==> src/rtl/rc4_pkg.sv <==
// rc4_pkg: shared state encoding, default key/message sizes and the verdict timeout limit
package rc4_pkg;

    typedef enum logic [3:0] {
        IDLE,
        LOAD_KEY,
        WAIT_BYTE,
        CHECK,
        WAIT_VERDICT,
        NEXT_BYTE,
        NEXT_KEY,
        FOUND,
        FAIL
    } state_t;

    localparam int          DEF_KEY_WIDTH = 24;
    localparam logic [23:0] DEF_KEY_MAX   = 24'h3FFFFF;
    localparam int          DEF_MSG_LEN   = 32;
    localparam logic [3:0]  TIMEOUT_LIMIT = 4'd15;

endpackage

==> src/rtl/key_counter.sv <==
// key_counter: loadable key incrementer with a last-key compare flag
module key_counter
    import rc4_pkg::*;
#(
    parameter int                   KEY_WIDTH = DEF_KEY_WIDTH,
    parameter logic [KEY_WIDTH-1:0] KEY_START = '0,
    parameter logic [KEY_WIDTH-1:0] KEY_MAX   = KEY_WIDTH'(DEF_KEY_MAX)
) (
    input  logic                 clk,
    input  logic                 reset_n,
    input  logic                 load,
    input  logic                 inc,
    output logic [KEY_WIDTH-1:0] key,
    output logic                 at_max
);

    // load restarts the sweep; inc is only requested below KEY_MAX so the key never wraps
    always_ff @(posedge clk or negedge reset_n) begin
        if (!reset_n)
            key <= KEY_START;
        else if (load)
            key <= KEY_START;
        else if (inc)
            key <= key + 1'b1;
    end

    assign at_max = key == KEY_MAX;

endmodule

==> src/rtl/key_search_ctrl.sv <==
// key_search_ctrl: brute-force RC4 key sequencer; optional verdict timeout under KEY_SEARCH_TIMEOUT_EN
module key_search_ctrl
    import rc4_pkg::*;
#(
    parameter int                   KEY_WIDTH = DEF_KEY_WIDTH,
    parameter logic [KEY_WIDTH-1:0] KEY_START = '0,
    parameter logic [KEY_WIDTH-1:0] KEY_MAX   = KEY_WIDTH'(DEF_KEY_MAX),
    parameter int                   MSG_LEN   = DEF_MSG_LEN,
    parameter int                   IDX_WIDTH = 5
) (
    input  logic                 clk,
    input  logic                 reset_n,
    input  logic                 go,
    input  logic                 core_byte_ready,
    input  logic                 byte_valid,
    input  logic                 new_key,
    output logic                 core_restart,
    output logic                 byte_resume,
    output logic                 check_start,
    output logic [KEY_WIDTH-1:0] secret_key,
    output logic [IDX_WIDTH-1:0] byte_idx,
    output logic                 busy,
    output logic                 found,
    output logic                 failed
`ifdef KEY_SEARCH_TIMEOUT_EN
    ,
    output logic                 timeout_err
`endif
);

    state_t state;
    logic   idle_like;
    logic   last_byte;
    logic   at_max;
    logic   start;
    logic   timed_out;
    logic   reject;

    assign idle_like = state == IDLE || state == FOUND || state == FAIL;
    assign last_byte = byte_idx == IDX_WIDTH'(MSG_LEN - 1);
    assign start     = idle_like && go;
    assign reject    = state == WAIT_VERDICT && (new_key || timed_out);

    assign core_restart = state == LOAD_KEY;
    assign check_start  = state == CHECK;
    assign byte_resume  = state == NEXT_BYTE && !last_byte;
    assign busy         = !idle_like;

    key_counter #(
        .KEY_WIDTH(KEY_WIDTH),
        .KEY_START(KEY_START),
        .KEY_MAX  (KEY_MAX)
    ) u_key_counter (
        .clk    (clk),
        .reset_n(reset_n),
        .load   (start),
        .inc    (state == NEXT_KEY && !at_max),
        .key    (secret_key),
        .at_max (at_max)
    );

`ifdef KEY_SEARCH_TIMEOUT_EN
    logic [3:0] wait_cnt;

    assign timed_out = !new_key && !byte_valid && wait_cnt == TIMEOUT_LIMIT - 4'd1;

    // count silent verdict cycles; the 15th silent cycle forces a reject and latches the error
    always_ff @(posedge clk or negedge reset_n) begin
        if (!reset_n) begin
            wait_cnt    <= '0;
            timeout_err <= 1'b0;
        end else begin
            wait_cnt <= state == WAIT_VERDICT ? wait_cnt + 4'd1 : 4'd0;
            if (start)
                timeout_err <= 1'b0;
            else if (reject && timed_out)
                timeout_err <= 1'b1;
        end
    end
`else
    assign timed_out = 1'b0;
`endif

    // search sequencer: restart core per key, walk bytes until all pass or the key space runs out
    always_ff @(posedge clk or negedge reset_n) begin
        if (!reset_n) begin
            state    <= IDLE;
            byte_idx <= '0;
            found    <= 1'b0;
            failed   <= 1'b0;
        end else begin
            case (state)
                IDLE, FOUND, FAIL:
                    if (go) begin
                        state    <= LOAD_KEY;
                        byte_idx <= '0;
                        found    <= 1'b0;
                        failed   <= 1'b0;
                    end
                LOAD_KEY:  state <= WAIT_BYTE;
                WAIT_BYTE: if (core_byte_ready) state <= CHECK;
                CHECK:     state <= WAIT_VERDICT;
                WAIT_VERDICT:
                    if (reject)
                        state <= NEXT_KEY;
                    else if (byte_valid)
                        state <= NEXT_BYTE;
                NEXT_BYTE:
                    if (last_byte) begin
                        found <= 1'b1;
                        state <= FOUND;
                    end else begin
                        byte_idx <= byte_idx + 1'b1;
                        state    <= WAIT_BYTE;
                    end
                NEXT_KEY:
                    if (at_max) begin
                        failed <= 1'b1;
                        state  <= FAIL;
                    end else begin
                        byte_idx <= '0;
                        state    <= LOAD_KEY;
                    end
                default: state <= IDLE;
            endcase
        end
    end

endmodule

==> config.mk <==
export PLATFORM = sky130hd
export DESIGN_NAME = key_search_ctrl
export DESIGN_NICKNAME = d
export VERILOG_FILES = /design/src/rtl/rc4_pkg.sv /design/src/rtl/key_counter.sv /design/src/rtl/key_search_ctrl.sv
export SDC_FILE = /design/constraint.sdc
export NUM_CORES = 1
export LEC_CHECK = 0
export CAP_MARGIN = 5
export CORE_MARGIN = 3
export CORE_UTILIZATION = 40
export CTS_BUF_LIST = sky130_fd_sc_hd__clkbuf_8
export DETAILED_ROUTE_END_ITERATION = 8
export DONT_BUFFER_PORTS = 1
export PLACE_DENSITY_LB_ADDON = 0.3
export SLEW_MARGIN = 10
export SYNTH_ARGS = -nofsm -noshare
export SYNTH_HDL_FRONTEND = slang
export SYNTH_SLANG_ARGS = --single-unit
==> constraint.sdc <==
create_clock -name clk -period 3.4 [get_ports clk]
set_input_delay 0.68 -clock clk [delete_from_list [all_inputs] [get_ports clk]]
set_output_delay 0.68 -clock clk [all_outputs]
set_load 0.02 [all_outputs]
After elaboration in Yosys (flattened, before gate mapping)
Cells that the tools add are included.
{ "word_totals": {"reg_bits": 35, "word_cells": 61, "out_inout_bits": 35} }
{ "op_classes": {"n_reduce_logical": 19, "muxes": 18, "n_addsub": 2, "n_eq_ne": 17} }
{ "ops": {"columns": ["op", "n"], "rows": [
  ["$mux W24", 2],
  ["$pmux W4 S7", 1],
  ["$add A24 B1 Y24 const B", 1],
  ["$eq A24 B22 Y1 const B", 1],
  ["$mux W4", 5],
  ["$eq A4 B3 Y1 const B", 4],
  ["$mux W5", 3],
  ["$pmux W5 S3", 1],
  ["$ne A2 B2 Y1 const B", 6],
  ["$reduce_and A3 Y1", 3],
  ["$eq A4 B2 Y1 const B", 2],
  ["$reduce_bool A2 Y1", 3],
  ["$add A5 B1 Y5 const B", 1],
  ["$eq A5 B5 Y1 const B", 1],
  ["$eq A4 B1 Y1 const B", 1],
  ["$eq A4 B4 Y1 const B", 1],
  ["$logic_and A1 B1 Y1", 4],
  ["$logic_not A4 Y1", 1],
  ["$pmux W1 S2", 2],
  ["$reduce_and A4 Y1", 1],
  ["$logic_not A1 Y1", 3],
  ["$mux W1", 3],
  ["$mux W3", 1],
  ["$ne A3 B3 Y1 const B", 1],
  ["other kinds (3)", 4]
]} }

Longest topological paths before layout
{ "depth": {"depth_word": 5, "mapped_depth": 7} }

Hierarchy
Synthesis repeated with hierarchy kept, for this count alone.
{ "unflattened": {"hier_cells": 216, "hier_area_um2": 1988.2} }
{ "by_module_without_submodules": {"columns": ["module", "cells_each", "area_per_inst_um2", "seq_area_each_um2", "n_inst"], "rows": [
  ["key_counter", 131, 1260.0, 600.6, 1],
  ["key_search_ctrl", 85, 728.2, 275.3, 1]
]} }

Least setup slack after synthesis
OpenSTA, ideal clock, no wires.
{ "synth_path": {"kind": "register to output", "start": "reg byte_idx[0]", "end": "out byte_resume", "path_slack_ns": 0.982, "n_path_buf": 0, "arrival_ns": 1.738, "required_ns": 2.720, "stages_incl_launch_ff": 5, "path_cell_list": "dfrtp_1 -> ha_1 -> and3_1 -> ha_1 -> nor3_1"} }
{ "synth_between": {"elab_chain_len": 3} }
{ "synth_rtl": {"columns": ["element", "line_no", "source"], "rows": [
  ["from (decl)", "key_search_ctrl.sv:21", "output logic [IDX_WIDTH-1:0] byte_idx,"],
  ["from (signal assigned)", "key_search_ctrl.sv:113", "byte_idx <= byte_idx + 1'b1;"],
  ["$eq A5 B5 Y1", "key_search_ctrl.sv:40", "assign last_byte = byte_idx == IDX_WIDTH'(MSG_LEN - 1);"],
  ["$logic_not A1 Y1", "key_search_ctrl.sv:46", "assign byte_resume = state == NEXT_BYTE && !last_byte;"],
  ["$logic_and A1 B1 Y1", "key_search_ctrl.sv:46", null],
  ["to (decl)", "key_search_ctrl.sv:18", "output logic byte_resume,"]
]} }
No other way between the ends.

Worst setup path after layout
Ends and elaborated chain as after synthesis.

==> load_flow_metrics.sql <==
INSERT INTO impl_metrics (metric_group, metric, value, unit) VALUES
('yosys', 'synth_top_area_cell', 'dfrtp_1', ''),
('worst_hold_path', 'hp-class', 'input pin to async pin', ''),
('job', 'max_cap_viol_count', '0', ''),
('floorplan', 'floorplan.die.width', '78.1', 'um'),
('clock_tree', 'cts-root-to-sink-buffers', '2', ''),
('floorplan', 'ios', '41', ''),
('sta', 'final_hold_viol_count', '0', ''),
('route', 'routed_wire_length_per_instance', '16.4', 'um'),
('grt', 'grt_overflow', '0', ''),
('yosys', 'synth_ff_type', 'dfrtp_1', ''),
('clock_tree', 'post_cts_resized', '0', ''),
('sta', 'skew', '0.00719', 'ns'),
('yosys', 'yosysTopAreaCellShare', '42.1', '%'),
('floorplan', 'die_area', '6110', 'sq um'),
('route', 'vias_per_cell', '5.81', ''),
('clock_tree', 'clock_tree.htree_level_count', '2', ''),
('layout', 'antenna-diode-count', '0', ''),
('yosys', 'mappedNetlistArea', '2080', 'sq um'),
('yosys', 'yosys_register_bits', '35', ''),
('clock_tree', 'root_buffer', 'clkbuf_8', ''),
('sta', 'final_max_slew_viol_count', '0', ''),
('layout', 'layout.cells.most_common_list', 'dfrtp_1 (35), nor2_1 (22), nand2_1 (21)', ''),
('yosys', 'postSynthNetCount', '219', ''),
('pwr', 'worst_ir_drop_vdd', '0.000309', 'V'),
('worst_setup_path', 'worstPathArrival', '1.82', 'ns'),
('sta', 'totalNegativeSetupSlack', '0', 'ns'),
('floorplan', 'initial_utilization', '42.7', '%'),
('clock_tree', 'numClockSinks', '35', ''),
('yosys', 'synth.lib_cells_used.distinct', '59', ''),
('grt', 'global_route.usage.total', '16.1', '%'),
('worst_setup_path', 'crit_path_end_kind', 'output port', ''),
('grt', 'grt_pass1_wl', '7.79', 'mm'),
('sta', 'maximum_operating_frequency', '399', 'MHz'),
('layout', 'nNetsFinal', '221', ''),
('placed_design', 'gp_weighted_congestion', '0.783', ''),
('clock_tree', 'numCtsBuffers', '5', ''),
('clock_tree', 'cts_hold_buffers', '0', ''),
('layout', 'fraction_of_layout_instances_using_a_drive_strength_above_1', '13.6', '%'),
('floorplan', 'num_rows', '25', ''),
('worst_setup_path', 'path_class', 'flop to output port', ''),
('layout', 'nFillCells', '476', ''),
('yosys', 'ys_warn_count', '0', ''),
('sta', 'fin_crit_sh', '73.7', '%'),
('sta', 'period_minus_slack', '2.50', 'ns'),
('pwr', 'power_per_unit_of_standard_cell_area', '563', 'nW/um^2'),
('sta', 'final_critical_path_setup_slack', '0.896', 'ns'),
('sta', 'worst-slew-pin-transition', '0.659', 'ns'),
('floorplan', 'core_area', '4880', 'sq um'),
('layout', 'areaGrowthSynthToFinish', '7.87', '%'),
('route', 'wl', '4.59', 'mm'),
('yosys', 'synth.top_cells.by_area', 'dfrtp_1 (42%), nor2_1 (4.0%), nand2_1 (3.8%), xor2_1 (2.5%), a21oi_1 (2.4%)', ''),
('pwr', 'finalPower', '1.26', 'mW'),
('clock_tree', 'post-cts-setup-buffer-count', '0', ''),
('clock_tree', 'insertion_delay', '0.28', 'ns'),
('worst_setup_path', 'cp_data_required_time', '2.72', 'ns'),
('clock_tree', 'cts.clk_slew.worst_paths', '0.07', 'ns'),
('layout', 'final_common_cell', 'dfrtp_1', ''),
('pwr', 'total_leakage_power', '1.02', 'nW'),
('route', 'first_drt_iteration_drcs', '53', ''),
('floorplan', 'die_h', '78.1', 'um'),
('placed_design', 'detailed_place_hpwl', '3.29', 'mm'),
('grt', 'grt_pass1_vias', '1564', ''),
('sta', 'final-setup-viol-count', '0', ''),
('route', 'drt_pass1_iterations', '4', ''),
('route', 'detail-route-antenna-nets', '0', ''),
('worst_setup_path', 'r2r.worst_path.cells', '6', ''),
('route', 'drc', '0', ''),
('yosys', 'synth_async_sr_flop_share', '100', '%'),
('placed_design', 'preCtsSetupSlack', '1.16', 'ns'),
('grt', 'largest_net_degree_at_the_start_of_global_routing', '36', ''),
('placed_design', 'port_buffers', '0', ''),
('worst_setup_path', 'worstSetupStartpointType', 'flop', ''),
('grt', 'number_of_antenna_violations_at_the_first_check_in_global_routing', '0', ''),
('yosys', 'seq_area_frac_synth', '42.1', '%'),
('sta', 'slew-limit-headroom', '55.9', '%'),
('clock_tree', 'clock_tree_from_tritoncts', 'yes', ''),
('yosys', 'synth_enable_flop_cells', '0', ''),
('route', 'via_count', '1627', ''),
('status', 'run_status', 'completed', ''),
('worst_setup_path', 'critical_path_peak_fanout', '5', ''),
('sta', 'grt_setup_unrepaired', 'false', ''),
('yosys', 'average_size_of_a_mapped_cell', '9.91', 'sq um'),
('yosys', 'syn_inst', '210', '');
## worst max-delay path, stage by stage (launching register included)
cell and delay, ns:
dfrtp_1 0.49, ha_1 0.26, and3_1 0.18, ha_1 0.24, nor3_1 0.20, buf_4 0.19
## layer usage
metal / up-vias / global-route usage, % / wire, um
li1: 804 / - / -
met1: 781 / 20.3 / 2110
met2: 37 / 26.1 / 2150
met3: 5 / 5.16 / 281
met4: 0 / 5.59 / 46
met5: - / 0 / 0
## power by group
group,leakage [nW],internal (mW),switching [mW]
logic,0.479,0.134,0.217
registers,0.481,0.459,0.130
clock network,0.0557,0.182,0.142
total,1.02,0.775,0.490
## cell type report
cell class / count / area, sq um / area share (%)
clock buffer: 7 / 96.3 / 4.29
clock inverter: 1 / 3.75 / 0.167
tap: 67 / 83.8 / 3.73
inverter: 2 / 7.51 / 0.334
sequential: 35 / 876 / 39.0
multi-input combinational: 165 / 1160 / 51.5
timing repair buffer: 3 / 22.5 / 1.00
## flip-flops by register name, indices dropped and copies added (netlist names)
name and count:
byte_idx 5, u_key_counter.key 24, found 1, state 4, failed 1
## kinds of logic (layout without fill, tap and decap cells)
logic type | count (synthesis) | count (layout) | synth area share (%)
fa+ha+maj | 3 | 3 | 1.80
simple gates | 100 | 100 | 30.2
buf+inv | 10 | 13 | 2.40
mux | 4 | 4 | 1.98
compound gates | 47 | 47 | 16.9
flops | 35 | 35 | 42.1
xor+xnor | 11 | 11 | 4.63
## through the flow
stage / hold slack (ns) / utilization [%] / instance area, sq um / cells
floorplan: 0.384 / - / 2080 / 210
global placement: 0.385 / 44.0 / 2150 / 272
detailed placement: 0.385 / 44.0 / 2150 / 272
CTS: 0.0768 / 46.0 / 2250 / 280
global route: 0.0633 / 46.0 / 2250 / 280
finish: 0.0863 / 46.0 / 2250 / 280
## worst paths after layout
kind / from / endpoint / slack (ns)
worst min register to register: found / found / 0.67
worst max-delay path: byte_idx[0] / byte_resume / 0.90
max in group asynchronous: reset_n / u_key_counter.key[5] / 3.23
worst min-delay path: reset_n / u_key_counter.key[22] / 0.09
min in group clk: new_key / state[1] / 0.64
worst max register to register: state[2] / u_key_counter.key[18] / 1.18
## cell usage after synthesis, types with 4 or more instances
master    n
nand3_1   9
xnor2_1   5
nor2_1   22
a21oi_1  10
nor3_1    7
xor2_1    6
or4_1     4
o31ai_1   5
o21ai_0   5
nand2_1  21
buf_2     4
dfrtp_1  35
and3_1    6
nand4_1   8
Power figures use the tool's default switching activity.
